==> src/rtl/btb_train_sched_pkg.sv <==
// Shared types and defaults for the BTB commit-side training scheduler.
package btb_train_sched_pkg;

  localparam int BtbAddrW       = 32;
  localparam int BtbDepth       = 32;
  localparam int BtbIdxW        = $clog2(BtbDepth);
  localparam int BtbSimBrCom    = 2;
  localparam int BtbTrainQDepth = 4;

  // Scheduler phases: INIT after reset, RUN while training, FLUSH on request.
  typedef enum logic [1:0] {
    INIT  = 2'd0,
    RUN   = 2'd1,
    FLUSH = 2'd2
  } BtbState_t;

  // One training queue entry. The queue stores this layout as a flat vector
  // {taken_, addr, tar} so the address width can follow the top parameter.
  typedef struct packed {
    logic                taken_;
    logic [BtbAddrW-1:0] addr;
    logic [BtbAddrW-1:0] tar;
  } BtbTrainEnt_t;

endpackage

==> src/rtl/btb_train_fifo.sv <==
// In-order queue: up to NPUSH packed pushes and one pop per cycle.
// Pointers wrap modulo DEPTH; a separate count tells full from empty.
module btb_train_fifo #(
  parameter int W     = 65,
  parameter int NPUSH = 2,
  parameter int DEPTH = 4
) (
  input  logic                       clk,
  input  logic                       rst_ni,
  input  logic                       clr_i,
  input  logic                       push_en_i,
  input  logic [NPUSH-1:0]           push_vld_i,
  input  logic [NPUSH*W-1:0]         push_data_i,
  input  logic                       pop_i,
  output logic [W-1:0]               head_o,
  output logic [$clog2(DEPTH):0]     count_o
);

  localparam int PW = $clog2(DEPTH);
  localparam int CW = $clog2(DEPTH) + 1;

  logic [W-1:0]  mem_q [DEPTH];
  logic [PW-1:0] rd_q, rd_d;
  logic [PW-1:0] wr_q, wr_d;
  logic [CW-1:0] cnt_q, cnt_d;
  logic [PW-1:0] slot_pos [NPUSH];
  logic [CW-1:0] n_push;
  logic          pop_ok;

  // Valid slots land at consecutive positions so pushed entries stay packed.
  always_comb begin
    n_push = '0;
    for (int s = 0; s < NPUSH; s++) begin
      slot_pos[s] = wr_q + n_push[PW-1:0];
      if (push_en_i && push_vld_i[s]) begin
        n_push = n_push + CW'(1);
      end
    end
  end

  assign pop_ok = pop_i && (cnt_q != '0);

  // Pointer and occupancy update; clear wins over any push or pop.
  always_comb begin
    rd_d  = rd_q;
    wr_d  = wr_q;
    cnt_d = cnt_q;
    if (clr_i) begin
      rd_d  = '0;
      wr_d  = '0;
      cnt_d = '0;
    end else begin
      wr_d  = wr_q + n_push[PW-1:0];
      if (pop_ok) begin
        rd_d = rd_q + PW'(1);
      end
      cnt_d = cnt_q + n_push - CW'(pop_ok);
    end
  end

  // Storage array; contents need no reset since count gates their use.
  always_ff @(posedge clk) begin
    for (int s = 0; s < NPUSH; s++) begin
      if (push_en_i && push_vld_i[s] && !clr_i) begin
        mem_q[slot_pos[s]] <= push_data_i[s*W +: W];
      end
    end
  end

  // Pointer and count registers.
  always_ff @(posedge clk or negedge rst_ni) begin
    if (!rst_ni) begin
      rd_q  <= '0;
      wr_q  <= '0;
      cnt_q <= '0;
    end else begin
      rd_q  <= rd_d;
      wr_q  <= wr_d;
      cnt_q <= cnt_d;
    end
  end

  assign head_o  = mem_q[rd_q];
  assign count_o = cnt_q;

endmodule

==> src/rtl/btb_train_sched.sv <==
// BTB training scheduler: queues resolved-branch commits, drains one per
// cycle onto the BTB write port, and runs full-table clear walks after reset
// and on flush requests.
module btb_train_sched
  import btb_train_sched_pkg::*;
#(
  parameter int ADDR     = BtbAddrW,
  parameter int BTB_D    = BtbDepth,
  parameter int SIMBRCOM = BtbSimBrCom,
  parameter int QDEPTH   = BtbTrainQDepth
) (
  input  logic                       clk,
  input  logic                       reset_,
  input  logic [SIMBRCOM-1:0]        pc_chg_com_,
  input  logic [SIMBRCOM-1:0]        chg_taken_,
  input  logic [SIMBRCOM*ADDR-1:0]   com_addr,
  input  logic [SIMBRCOM*ADDR-1:0]   com_tar_addr,
  input  logic                       flush_,
  output logic                       com_stall,
  output logic                       btb_we_,
  output logic                       btb_clr_,
  output logic [$clog2(BTB_D)-1:0]   btb_wr_idx,
  output logic                       btb_wr_taken_,
  output logic [ADDR-1:0]            btb_wr_addr,
  output logic [ADDR-1:0]            btb_wr_tar,
  output logic                       btb_ready
);

  localparam int IDXW = $clog2(BTB_D);
  localparam int EW   = 1 + 2*ADDR;
  localparam int CW   = $clog2(QDEPTH) + 1;

  BtbState_t              state_q;
  logic [IDXW-1:0]        walk_q;
  logic                   we_q;
  logic                   clr_q;
  logic                   ready_q;
  logic [IDXW-1:0]        idx_q;
  logic                   taken_q;
  logic [ADDR-1:0]        addr_q;
  logic [ADDR-1:0]        tar_q;

  logic [SIMBRCOM*EW-1:0] push_data;
  logic [EW-1:0]          head;
  logic [CW-1:0]          count;
  logic                   stall;
  logic                   push_en;
  logic                   pop;

  // Pack each slot as {taken_, addr, tar}, matching BtbTrainEnt_t.
  for (genvar gi = 0; gi < SIMBRCOM; gi++) begin : g_pack
    assign push_data[gi*EW +: EW] = {chg_taken_[gi],
                                     com_addr[gi*ADDR +: ADDR],
                                     com_tar_addr[gi*ADDR +: ADDR]};
  end

  // Stall depends only on registered state so the producer sees it early.
  assign stall   = (state_q != RUN) || (count > CW'(QDEPTH - SIMBRCOM));
  assign push_en = !stall && flush_;
  assign pop     = (state_q == RUN) && (count != '0) && flush_;

  btb_train_fifo #(
    .W     (EW),
    .NPUSH (SIMBRCOM),
    .DEPTH (QDEPTH)
  ) u_fifo (
    .clk         (clk),
    .rst_ni      (reset_),
    .clr_i       (!flush_),
    .push_en_i   (push_en),
    .push_vld_i  (~pc_chg_com_),
    .push_data_i (push_data),
    .pop_i       (pop),
    .head_o      (head),
    .count_o     (count)
  );

  // Phase FSM with registered BTB port: clear walk, then one training write per cycle.
  always_ff @(posedge clk or negedge reset_) begin
    if (!reset_) begin
      state_q <= INIT;
      walk_q  <= '0;
      we_q    <= 1'b1;
      clr_q   <= 1'b1;
      ready_q <= 1'b0;
      idx_q   <= '0;
      taken_q <= 1'b0;
      addr_q  <= '0;
      tar_q   <= '0;
    end else if (!flush_) begin
      // Any flush request restarts the walk; queued work is discarded.
      state_q <= FLUSH;
      walk_q  <= '0;
      we_q    <= 1'b1;
      clr_q   <= 1'b1;
      ready_q <= 1'b0;
    end else begin
      case (state_q)
        INIT, FLUSH: begin
          we_q    <= 1'b0;
          clr_q   <= 1'b0;
          idx_q   <= walk_q;
          walk_q  <= walk_q + IDXW'(1);
          ready_q <= 1'b0;
          if (walk_q == IDXW'(BTB_D - 1)) begin
            state_q <= RUN;
          end
        end
        RUN: begin
          ready_q <= 1'b1;
          clr_q   <= 1'b1;
          if (pop) begin
            we_q    <= 1'b0;
            taken_q <= head[EW-1];
            addr_q  <= head[2*ADDR-1:ADDR];
            tar_q   <= head[ADDR-1:0];
            idx_q   <= head[ADDR+IDXW+1:ADDR+2];
          end else begin
            we_q <= 1'b1;
          end
        end
        default: begin
          state_q <= INIT;
          walk_q  <= '0;
        end
      endcase
    end
  end

  assign com_stall     = stall;
  assign btb_we_       = we_q;
  assign btb_clr_      = clr_q;
  assign btb_wr_idx    = idx_q;
  assign btb_wr_taken_ = taken_q;
  assign btb_wr_addr   = addr_q;
  assign btb_wr_tar    = tar_q;
  assign btb_ready     = ready_q;

endmodule
==> config.mk <==
export PLATFORM = sky130hd
export DESIGN_NAME = btb_train_sched
export DESIGN_NICKNAME = d
export VERILOG_FILES = /design/src/rtl/btb_train_sched_pkg.sv /design/src/rtl/btb_train_fifo.sv /design/src/rtl/btb_train_sched.sv
export SDC_FILE = /design/constraint.sdc
export NUM_CORES = 1
export LEC_CHECK = 0
export ABC_CLOCK_PERIOD_IN_PS = 9800
export CORE_ASPECT_RATIO = 1.75
export CORE_MARGIN = 4
export CORE_UTILIZATION = 56
export DETAILED_ROUTE_END_ITERATION = 6
export PLACE_DENSITY = 0.91
export SYNTH_ARGS = -nofsm -noshare
export SYNTH_HDL_FRONTEND = slang
export SYNTH_HIERARCHICAL = 1
export SYNTH_SLANG_ARGS = --single-unit
==> constraint.sdc <==
create_clock -name clk -period 9.8 [get_ports clk]
set_clock_uncertainty 0.15 [all_clocks]
set_input_delay 1.96 -clock clk [delete_from_list [all_inputs] [get_ports clk]]
set_output_delay 1.96 -clock clk [all_outputs]
set_load 0.02 [all_outputs]
### After elaboration in Yosys (flattened, before gate mapping)

Memory sizes are Yosys's and may differ from the RTL's.
Index checks and enable logic that the tools add are counted.

| storage, ports and cells | value |
|---|---|
| flip-flop bits (word level) | 87 |
| latch bits | 0 |
| bits in writable memories | 260 |
| ROM bits | 0 |
| input port bits | 135 |
| output and inout bits | 74 |
| word-level logic and storage cells | 71 |
| memories kept | 1 |

| cells by class | value |
|---|---|
| add/sub/neg operators | 7 |
| $mul | 0 |
| div/mod/pow operators | 0 |
| magnitude comparators | 1 |
| eq/ne operators | 9 |
| shift-type cells | 0 |
| mux-type cells | 23 |
| bitwise logic cells | 1 |
| reduce and logical (&&, ||, !) cells | 17 |

Memories:

| memory | depth | width | read ports | clocked after Yosys merged registers in | write ports | RTL line | source |
|---|---|---|---|---|---|---|---|
| u_fifo.mem_q | 4 | 65 | 1 | 0 | 2 | btb_train_fifo.sv:22 | `logic [W-1:0] mem_q [DEPTH];` |

Operators with widths:

| cell | count |
|---|---|
| $pmux W5 S2 | 2 |
| $mux W2 | 5 |
| $mux W5 | 2 |
| $mux W1 | 9 |
| $logic_and A1 B1 Y1 | 8 |
| $mux W3 | 2 |
| $ne A2 B1 Y1 const B | 3 |
| $reduce_and A3 Y1 | 2 |
| $add A5 B1 Y5 const B | 1 |
| $eq A5 B5 Y1 const B | 1 |
| $pmux W1 S2 | 2 |
| $pmux W2 S2 | 1 |
| $add A3 B3 Y3 | 1 |
| $gt A3 B2 Y1 const B | 1 |
| $ne A3 B1 Y1 const B | 1 |
| $ne A3 B3 Y1 const B | 1 |
| $reduce_bool A3 Y1 | 1 |
| $sub A3 B1 Y3 | 1 |
| $add A1 B1 Y2 const B | 1 |
| $add A2 B1 Y2 | 1 |
| $add A2 B1 Y2 const B | 1 |
| $add A2 B2 Y2 | 1 |
| $eq A2 B1 Y1 const B | 1 |
| $eq A2 B2 Y1 const B | 1 |
| 8 further kinds | 8 |

### Logic depth before layout (Yosys ltp)

Gate-level depths: netlist of run 1.

| logic depth | value |
|---|---|
| depth after elaboration | 11 |
| mapped depth | 15 |
| depth with buffers taken out | 14 |

### Modules after synthesis

The synthesis of run 1 kept the hierarchy.

By module, submodules not included:

| module | times used | cells an instance | area each (µm²) | sequential area each (µm²) |
|---|---|---|---|---|
| btb_train_fifo | 1 | 684 | 13279.0 | 7982.7 |
| btb_train_sched | 1 | 206 | 3166.8 | 2004.4 |

### Worst setup path after synthesis of run 1

Ideal clock, no wire load.

| timing path | value |
|---|---|
| path type | input -> register |
| from | input flush_ |
| to | memory u_fifo.mem_q[0][0], enable pin |
| setup time | 666 ps |
| data arrival time | 8904 ps |
| data required time | 8984 ps |
| path slack | 80 ps |
| stages on the path | 3 |
| cells stage by stage | inv_2 -> clkbuf_1 -> o41ai_1 |

RTL lines:

| what | RTL line | source |
|---|---|---|
| from (decl) | btb_train_sched.sv:18 | `input logic flush_,` |
| to (decl) | btb_train_fifo.sv:22 |  |

==> flow_summary.ini, run 1 <==
[clock_tree]
cts_setup_buffers = 0
clkTransAtPathRegs_ps = 60
cts_tree = built
clock_sinks = 347
cts_made_buffers = 31
cts_root_buffer = clkbuf_16
clkLatencyLatePin_ps = 560
h-tree-depth = 1
cts_buffer_depth = 3
cts_hold_buf = 0
cts_resized = 0

[timing]
tns_ps = 0
fin_crit_sh = 0.589
relSlewSlack = 0.166
setup_ws_ps = 4030
finalHoldViolCount = 0
finalCriticalPeriod_ps = 5770
max_clock_freq_mhz = 173
slew_viol_final = 0
tightest_slew_ps = 1250
setup_violations = 0
rsz0062_at_grt = no

[logic_synthesis]
synth-seq-area-share = 0.607
ys_warn_count = 6
avgSynthCellArea_um2 = 18.5
syn_inst = 890
ys.flop_type = edfxtp_1
synth_area_leader_cell = edfxtp_1
synth_edf_count = 260
syn-num-nets = 1034
yosysTopAreaCellShare = 0.475
async_reset_ff_frac = 0.251
synth_area_um2 = 16400
synth.area.top_cells = edfxtp_1, mux2_2, dfrtp_1
synth-seq-cells = 347
ys_types = 45

[detailed_routing]
drt_wl_total_mm = 36.9
num_vias = 8928
drc = 0
ant_nets = 0
drtPass1Iterations = 5
viasPerCell = 5.97
wire_per_inst_um = 24.7
drt_iter0_drc = 521

[critical_path]
arrival_ps = 5920
cp_num_buf_inv = 4
worstSetupPathType = input port to flip-flop
cp-start-kind = input port
crit_start = flush_
slowest_delay_ps = 1050
endpoint_kind = flip-flop
r2r-start = state_q[0]
crit_chain = clkdlybuf4s50_1 -> inv_2 -> nor2_1 -> nand2_1 -> inv_1 -> ha_1 -> nand4b_1 -> nor2_4 -> buf_4 -> mux2_2
cp_max_fo = 34
required_ps = 9950
crit_family = simple AND/OR/NAND/NOR gates
critical_path.slowest_cell = nor2_4

[run]
drv_cap = 0

[power_and_ir_drop]
power_leakage_nw = 7.43
power_density_nw_per_um2 = 148
ir_drop_mv = 0.144

[cells_and_area]
nets = 1234
synthToLayoutAreaGrowth_pct = 20.5
drive_gt1_frac = 0.371

[placed_design]
hpwl_mm = 23.0
portBuffers = 208
preCtsSetupSlack_ps = 3500
gp_congestion = 0.845

[die]
die-area_um2 = 32300
coreArea_um2 = 28800
boundaryPins = 209
dieHeight_um = 235
die_w_um = 138
initial_core_util = 0.570
row_count = 82

[global_routing]
grt_pass1_wl_mm = 57.0
grt_pass1_vias = 10025
antenna_found_initial = 3
grt_max_degree = 72
grt-ovfl-total = 0
grt_usage = 0.231

[min_path]
hold_start = btb_wr_tar[9]
hold_class = flip-flop to flip-flop

[run_status]
status = finished clean
-- sequential cells by signal, summed over array words and instances (netlist names) --
register        cells
u_fifo/rd_q         2
btb_we_             1
walk_q              5
state_q             2
btb_clr_            1
btb_wr_tar         32
btb_wr_addr        32
u_fifo/count_o      3
btb_wr_idx          5
u_fifo/mem_q      260
btb_wr_taken_       1
btb_ready           1
u_fifo/wr_q         2
-- cells in the mapped netlist (2+ instances only) --
library cell and instances:
mux2_1 66, xor2_1 3, ha_1 8, nor2_1 10
a21oi_1 4, clkbuf_1 9, nand3_1 3, inv_1 15
o41ai_1 2, dfstp_2 2, buf_1 4, mux2_2 191
o21ai_0 3, or4_4 2, buf_6 10, dfrtp_1 85
nor2b_1 3, nand2b_1 4, edfxtp_1 260, buf_2 25
and2_1 2, nand2_1 4, buf_4 6, xnor2_1 5
mux4_2 65, nor3_1 3, mux2_4 78
-- cells by family (layout without fill, tap and decap cells) --
family / after synthesis / after routing / share of synthesized area
compound gates: 20 / 20 / 0.00883
xor+xnor: 8 / 8 / 0.00426
fa+ha+maj: 9 / 9 / 0.00730
buf+inv: 70 / 294 / 0.0238
flops: 347 / 347 / 0.607
mux: 400 / 400 / 0.336
other cells: 0 / 3 / 0
simple gates: 36 / 36 / 0.0123
-- cell usage in the layout, fill, tap and decap left out, types with 3 or more instances in the layout --
cell type and n:
edfxtp_1 260, clkdlybuf4s50_1 207, mux2_2 191, dfrtp_1 83, mux2_4 78, mux2_1 66, mux4_2 65, clkbuf_16 31
inv_1 15, buf_4 14, clkinv_2 11, nor2_1 8, ha_1 8, xnor2_1 5, nand2_1 4, nand2b_1 4
a21oi_1 4, clkbuf_1 4, diode_2 3, nor3_1 3, nand3_1 3, nor2b_1 3, clkbuf_8 3, clkinv_1 3
xor2_1 3
-- path summary, 6_finish.rpt --
kind	end	slack (ps)	cells past startpoint
setup / recovery	u_fifo/mem_q[3][13]	4030	10
hold / removal	btb_wr_tar[9]	330	1
setup reg to reg	u_fifo/mem_q[3][13]	4980	10
hold reg to reg	btb_wr_tar[9]	330	1
max in group asynchronous	u_fifo/rd_q[0]	7050	2
min in group asynchronous	btb_wr_tar[31]	1100	1
-- per-stage QoR --
stage / util / cell area, µm² / instances / power [mW] / hold WS (ps)
after global placement: 0.653 / 18800 / 1435 / 1.78 / 316
after CTS: 0.687 / 19800 / 1492 / 2.96 / 340
final: 0.688 / 19800 / 1495 / 2.93 / 334
after floorplan: - / 16400 / 890 / 1.68 / 345
after detailed placement: 0.653 / 18800 / 1435 / 1.78 / 324
after global routing: 0.688 / 19800 / 1495 / 3.02 / 355
-- cell type report --
cell class                      count  area [µm²]
Sequential cell                   347        9990
Timing Repair Buffer              221        2180
Antenna cell                        3        7.51
Multi-Input combinational cell    473        6130
Inverter                           16        60.1
Tap cell                          378         473
Fill cell                        1802        9010
Clock buffer                       38         832
Clock inverter                     19         150
-- routing by layer --
layer / up-vias / GRT usage / share of wire / routed length, µm
met5: - / 0 / 0 / 0
met4: 0 / 0.0878 / 0.033 / 1210
met3: 68 / 0.0255 / 0.052 / 1920
met2: 330 / 0.429 / 0.56 / 20500
met1: 4601 / 0.269 / 0.36 / 13300
li1: 3929 / - / - / -
-- report_power, final --
group          leakage [nW]  total [mW]  internal, mW  switching, mW
Combinational          3.41       0.167         0.102         0.0650
Clock                 0.489        1.17         0.655          0.520
Sequential             3.53        1.59          1.58        0.00245
No activity file was read; power rests on OpenSTA's default activity.
==> inputs of run 2 (changes only) <==
--- a/config.mk
+++ b/config.mk
@@ -5,7 +5,7 @@
 export SDC_FILE = /design/constraint.sdc
 export NUM_CORES = 1
 export LEC_CHECK = 0
-export ABC_CLOCK_PERIOD_IN_PS = 9800
+export ABC_CLOCK_PERIOD_IN_PS = 5500
 export CORE_ASPECT_RATIO = 1.75
 export CORE_MARGIN = 4
 export CORE_UTILIZATION = 56
==> constraint.sdc (replaced) <==
create_clock -name clk -period 5.5 [get_ports clk]
set_clock_uncertainty 0.15 [all_clocks]
set_input_delay 1.1 -clock clk [delete_from_list [all_inputs] [get_ports clk]]
set_output_delay 1.1 -clock clk [all_outputs]
set_load 0.02 [all_outputs]
==> flow_summary.ini, run 2 (synthesized netlist as in run 1, its figures left out) <==
[timing]
finalCriticalPeriod_ps = 4200
finalHoldViolCount = 0
fin_crit_sh = 0.764
max_clock_freq_mhz = 238
setup_violations = 0
slew_viol_final = 0
tns_ps = 0
tightest_slew_ps = 1090
rsz0062_at_grt = no
relSlewSlack = 0.275

[clock_tree]
h-tree-depth = 1
clock_sinks = 347
cts_made_buffers = 30
cts_resized = 0
cts_hold_buf = 0
cts_buffer_depth = 3
cts_setup_buffers = 0
clkLatencyLatePin_ps = 550
cts_tree = built
clkTransAtPathRegs_ps = 70
cts_root_buffer = clkbuf_16

[global_routing]
grt_pass1_wl_mm = 56.5
grt_pass1_vias = 9945
grt_usage = 0.230
grt-ovfl-total = 0
grt_max_degree = 67
antenna_found_initial = 1

[detailed_routing]
drc = 0
drt_iter0_drc = 621
ant_nets = 0
drt_wl_total_mm = 36.7
wire_per_inst_um = 24.5
viasPerCell = 5.93
drtPass1Iterations = 5
num_vias = 8882

[die]
die_w_um = 138
boundaryPins = 209
dieHeight_um = 235
initial_core_util = 0.570
die-area_um2 = 32300
row_count = 82
coreArea_um2 = 28800

[cells_and_area]
design_area_um2 = 20000
drive_gt1_frac = 0.372
nets = 1240
final_common_cell = edfxtp_1
synthToLayoutAreaGrowth_pct = 21.4
largest_reg_flops = 260
final_cell_mix = edfxtp_1, clkdlybuf4s50_1, mux2_2, dfrtp_1, mux2_4

[critical_path]
critical_path.slowest_cell = buf_4
cp-start-kind = input port
crit_chain = clkdlybuf4s50_1 -> inv_2 -> nor2_1 -> nand2_1 -> inv_1 -> ha_1 -> nand4b_1 -> nor2_4 -> buf_4 -> mux2_2
endpoint_kind = flip-flop
arrival_ps = 4360
required_ps = 5660
slowest_delay_ps = 700
worstSetupPathType = input port to flip-flop
cp_max_fo = 51

[power_and_ir_drop]
power_leakage_nw = 7.48
internal_power_mw = 4.25
p_switching_mw = 1.05
p_sw_frac = 0.199
power_frac_clock = 0.411
ir_drop_mv = 0.231
share_comb_of_total_power = 0.056
power_density_nw_per_um2 = 265
seqPwrFrac = 0.534

[min_path]
hold_class = flip-flop to flip-flop

[placed_design]
hpwl_mm = 22.8
portBuffers = 208
dpl-instance-area_um2 = 18900
gp_congestion = 0.760

[run_status]
status = finished clean

[run]
drv_cap = 0
## run 2: changes by cell type in the layout (fill, tap and decap cells not counted), sizes merged
cell | before | now
diode | 3 | 1
bufinv | 2 | 4
clkbuf | 38 | 36
clkinv | 15 | 13
buf | 14 | 21
## run 2: power groups by stage
stage                     Combinational (mW)  Sequential (mW)  Clock [mW]
after floorplan                        0.113             2.89           0
after global placement                 0.280             2.88           0
after detailed placement               0.293             2.88           0
after CTS                              0.296             2.83        2.21
after global routing                   0.314             2.83        2.33
final                                  0.294             2.83        2.18
## run 2: metal layers
| metal | vias up | part of all wire | track usage |
|---|---|---|---|
| met2 | 281 | 0.55 | 0.421 |
| met3 | 57 | 0.048 | 0.0248 |
| met5 | - | 0 | 0 |
| li1 | 3932 | - | - |
| met1 | 4612 | 0.37 | 0.277 |
| met4 | 0 | 0.031 | 0.0763 |
## run 2: critical path: cells and delay by family
| kind | cells | cell delay, ps |
|---|---|---|
| multiplexers | 1 | 420 |
| adder cells (fa/ha/maj) | 1 | 320 |
| AND/OR/NAND/NOR | 4 | 870 |
| buffers and inverters | 4 | 1590 |
## run 2: final cells by class
type                       count  area, µm²
multi-input combinational    473       6140
inverter                      16       60.1
tap                          378        473
fill                        1802       8870
sequential                   347       9990
clock buffer                  36        815
clock inverter                19        200
antenna                        1       2.50
timing repair buffer         228       2280
## run 2: path summary, 6_finish.rpt
check,start,end,slack (ps),cells after the start
min,btb_wr_tar[8],btb_wr_tar[8],340,1
max in group asynchronous,reset_,btb_clr_,3710,2
min reg2reg,btb_wr_tar[8],btb_wr_tar[8],340,1
min in group asynchronous,reset_,btb_wr_addr[25],540,1
max reg2reg,state_q[0],u_fifo/mem_q[0][7],1380,10
max,flush_,u_fifo/mem_q[1][22],1300,10
## run 2: metrics by stage
stage	worst slack (ps)	util	total power, mW	cells	hold WS (ps)
after CTS	1330	0.692	5.34	1497	339
after global placement	865	0.657	3.16	1442	315
after detailed placement	741	0.657	3.18	1442	324
final	1300	0.692	5.30	1498	335
after global routing	1100	0.692	5.47	1498	349
after floorplan	197	-	3.00	890	345
==> inputs of run 3 (changes only) <==
--- a/config.mk
+++ b/config.mk
@@ -5,7 +5,7 @@
 export SDC_FILE = /design/constraint.sdc
 export NUM_CORES = 1
 export LEC_CHECK = 0
-export ABC_CLOCK_PERIOD_IN_PS = 5500
+export ABC_CLOCK_PERIOD_IN_PS = 4200
 export CORE_ASPECT_RATIO = 1.75
 export CORE_MARGIN = 4
 export CORE_UTILIZATION = 56
==> constraint.sdc (replaced) <==
create_clock -name clk -period 4.2 [get_ports clk]
set_clock_uncertainty 0.15 [all_clocks]
set_input_delay 0.84 -clock clk [delete_from_list [all_inputs] [get_ports clk]]
set_output_delay 0.84 -clock clk [all_outputs]
set_load 0.02 [all_outputs]
==> flow_summary.ini, run 3 (synthesized netlist as in run 1, its figures left out) <==
[run_status]
status = finished clean

[power_and_ir_drop]
power_density_nw_per_um2 = 346
power_leakage_nw = 7.55
share_comb_of_total_power = 0.056
internal_power_mw = 5.59
seqPwrFrac = 0.531
power_frac_clock = 0.413
ir_drop_mv = 0.373
p_switching_mw = 1.38
p_sw_frac = 0.198

[clock_tree]
h-tree-depth = 1
clkLatencyLatePin_ps = 570
cts_tree = built
cts_root_buffer = clkbuf_16
cts_buffer_depth = 3
cts_resized = 0
cts_hold_buf = 0
cts_made_buffers = 30
clkTransAtPathRegs_ps = 60
clock_sinks = 347
cts_setup_buffers = 0

[detailed_routing]
drc = 0
num_vias = 9061
ant_nets = 0
drtPass1Iterations = 5
drt_wl_total_mm = 37.1
drt_iter0_drc = 496
wire_per_inst_um = 24.6
viasPerCell = 6.00

[timing]
rsz0062_at_grt = no
whs_ps = 287
setup_violations = 0
tightest_slew_ps = 1210
tns_ps = 0
relSlewSlack = 0.192
finalCriticalPeriod_ps = 3600
slew_viol_final = 0
fin_crit_sh = 0.858
max_clock_freq_mhz = 277
finalHoldViolCount = 0

[global_routing]
grt_max_degree = 70
grt_pass1_vias = 9939
grt_pass1_wl_mm = 56.7
antenna_found_initial = 2
grt-ovfl-total = 0
grt_usage = 0.231

[critical_path]
cp-start-kind = flip-flop
worstSetupPathType = flip-flop to flip-flop
r2r-start = state_q[0]
endpoint_kind = flip-flop
slowest_delay_ps = 610
cp_max_fo = 36
required_ps = 4360
crit_chain = nand2b_1 -> a211o_1 -> nor2_1 -> nand2_1 -> inv_1 -> ha_1 -> xor2_1 -> or4_4 -> buf_4 -> mux2_2
crit_start = state_q[0]
arrival_ps = 3770
critical_path.slowest_cell = dfrtp_1

[die]
die-area_um2 = 32300
row_count = 82
dieHeight_um = 235
initial_core_util = 0.570
die_w_um = 138
boundaryPins = 209
coreArea_um2 = 28800

[cells_and_area]
final_cell_mix = edfxtp_1, clkdlybuf4s50_1, mux2_2, dfrtp_1, mux2_4
drive_gt1_frac = 0.378
design_area_um2 = 20100
fin_util = 0.699
final_common_cell = edfxtp_1
nets = 1249
largest_reg_flops = 260
synthToLayoutAreaGrowth_pct = 22.5

[run]
drv_cap = 0

[placed_design]
gp_congestion = 0.777
dpl-instance-area_um2 = 19100
portBuffers = 208
hpwl_mm = 23.1

[min_path]
hold_class = input port to asynchronous set/reset pin
## run 3: changes by cell type in the layout (fill, tap and decap cells not counted)
| cell | delta |
|---|---|
| clkinv_4 | +1 |
| clkbuf_8 | +1 |
| clkinvlp_4 | -1 |
| clkbuf_1 | +4 |
| clkinv_1 | -5 |
| clkinv_2 | +1 |
| buf_4 | +2 |
| diode_2 | +1 |
| buf_12 | +7 |
## run 3: final cells by class
cell class	count	area (µm²)
Multi-Input combinational cell	473	6140
Antenna cell	2	5.00
Tap cell	378	473
Clock inverter	15	188
Inverter	16	60.1
Sequential cell	347	9990
Clock buffer	41	843
Timing Repair Buffer	237	2430
Fill cell	1767	8690
## run 3: worst max-delay path, delay by kind of cell, from the launching register on
kind	cells	cell delay [ps]
DFF	1	610
and+or+nand+nor	4	690
adders and majority gates	1	200
AOI/OAI and AO/OA	1	300
buffers and inverters	2	670
muxes	1	420
xor gates and xnor gates	1	290
## run 3: path summary, 6_finish.rpt
path | to | slack (ps) | cells after the start
worst max-delay path | u_fifo/mem_q[0][2] | 600 | 10
worst min-delay path | btb_wr_addr[0] | 290 | 1
worst max register to register | u_fifo/mem_q[0][2] | 600 | 10
worst min register to register | btb_wr_addr[25] | 330 | 1
max in group asynchronous | btb_wr_addr[21] | 2690 | 2
min in group clk | btb_wr_addr[25] | 330 | 1
## run 3: stage by stage
stage          setup slack (ps)  instances  power, mW
3_3_place_gp                262       1451       4.15
5_1_grt                     386       1509       7.20
6_report                    596       1509       6.97
2_1_floorplan             -1020        890       3.93
4_1_cts                     595       1507       7.03
3_5_place_dp                194       1451       4.16
## run 3: metal layers
| layer | track usage | up-vias | wire (µm) |
|---|---|---|---|
| met2 | 0.410 | 333 | 19900 |
| met3 | 0.0257 | 75 | 2010 |
| met5 | 0 | - | 0 |
| li1 | - | 3963 | - |
| met4 | 0.0996 | 0 | 1580 |
| met1 | 0.280 | 4690 | 13600 |
## run 3: power by group through the flow
stage | clock network (mW) | logic (mW) | registers (mW)
after floorplan | 0 | 0.148 | 3.78
after global placement | 0 | 0.372 | 3.77
after detailed placement | 0 | 0.387 | 3.77
after CTS | 2.93 | 0.393 | 3.70
after global routing | 3.09 | 0.419 | 3.70
final | 2.88 | 0.393 | 3.70
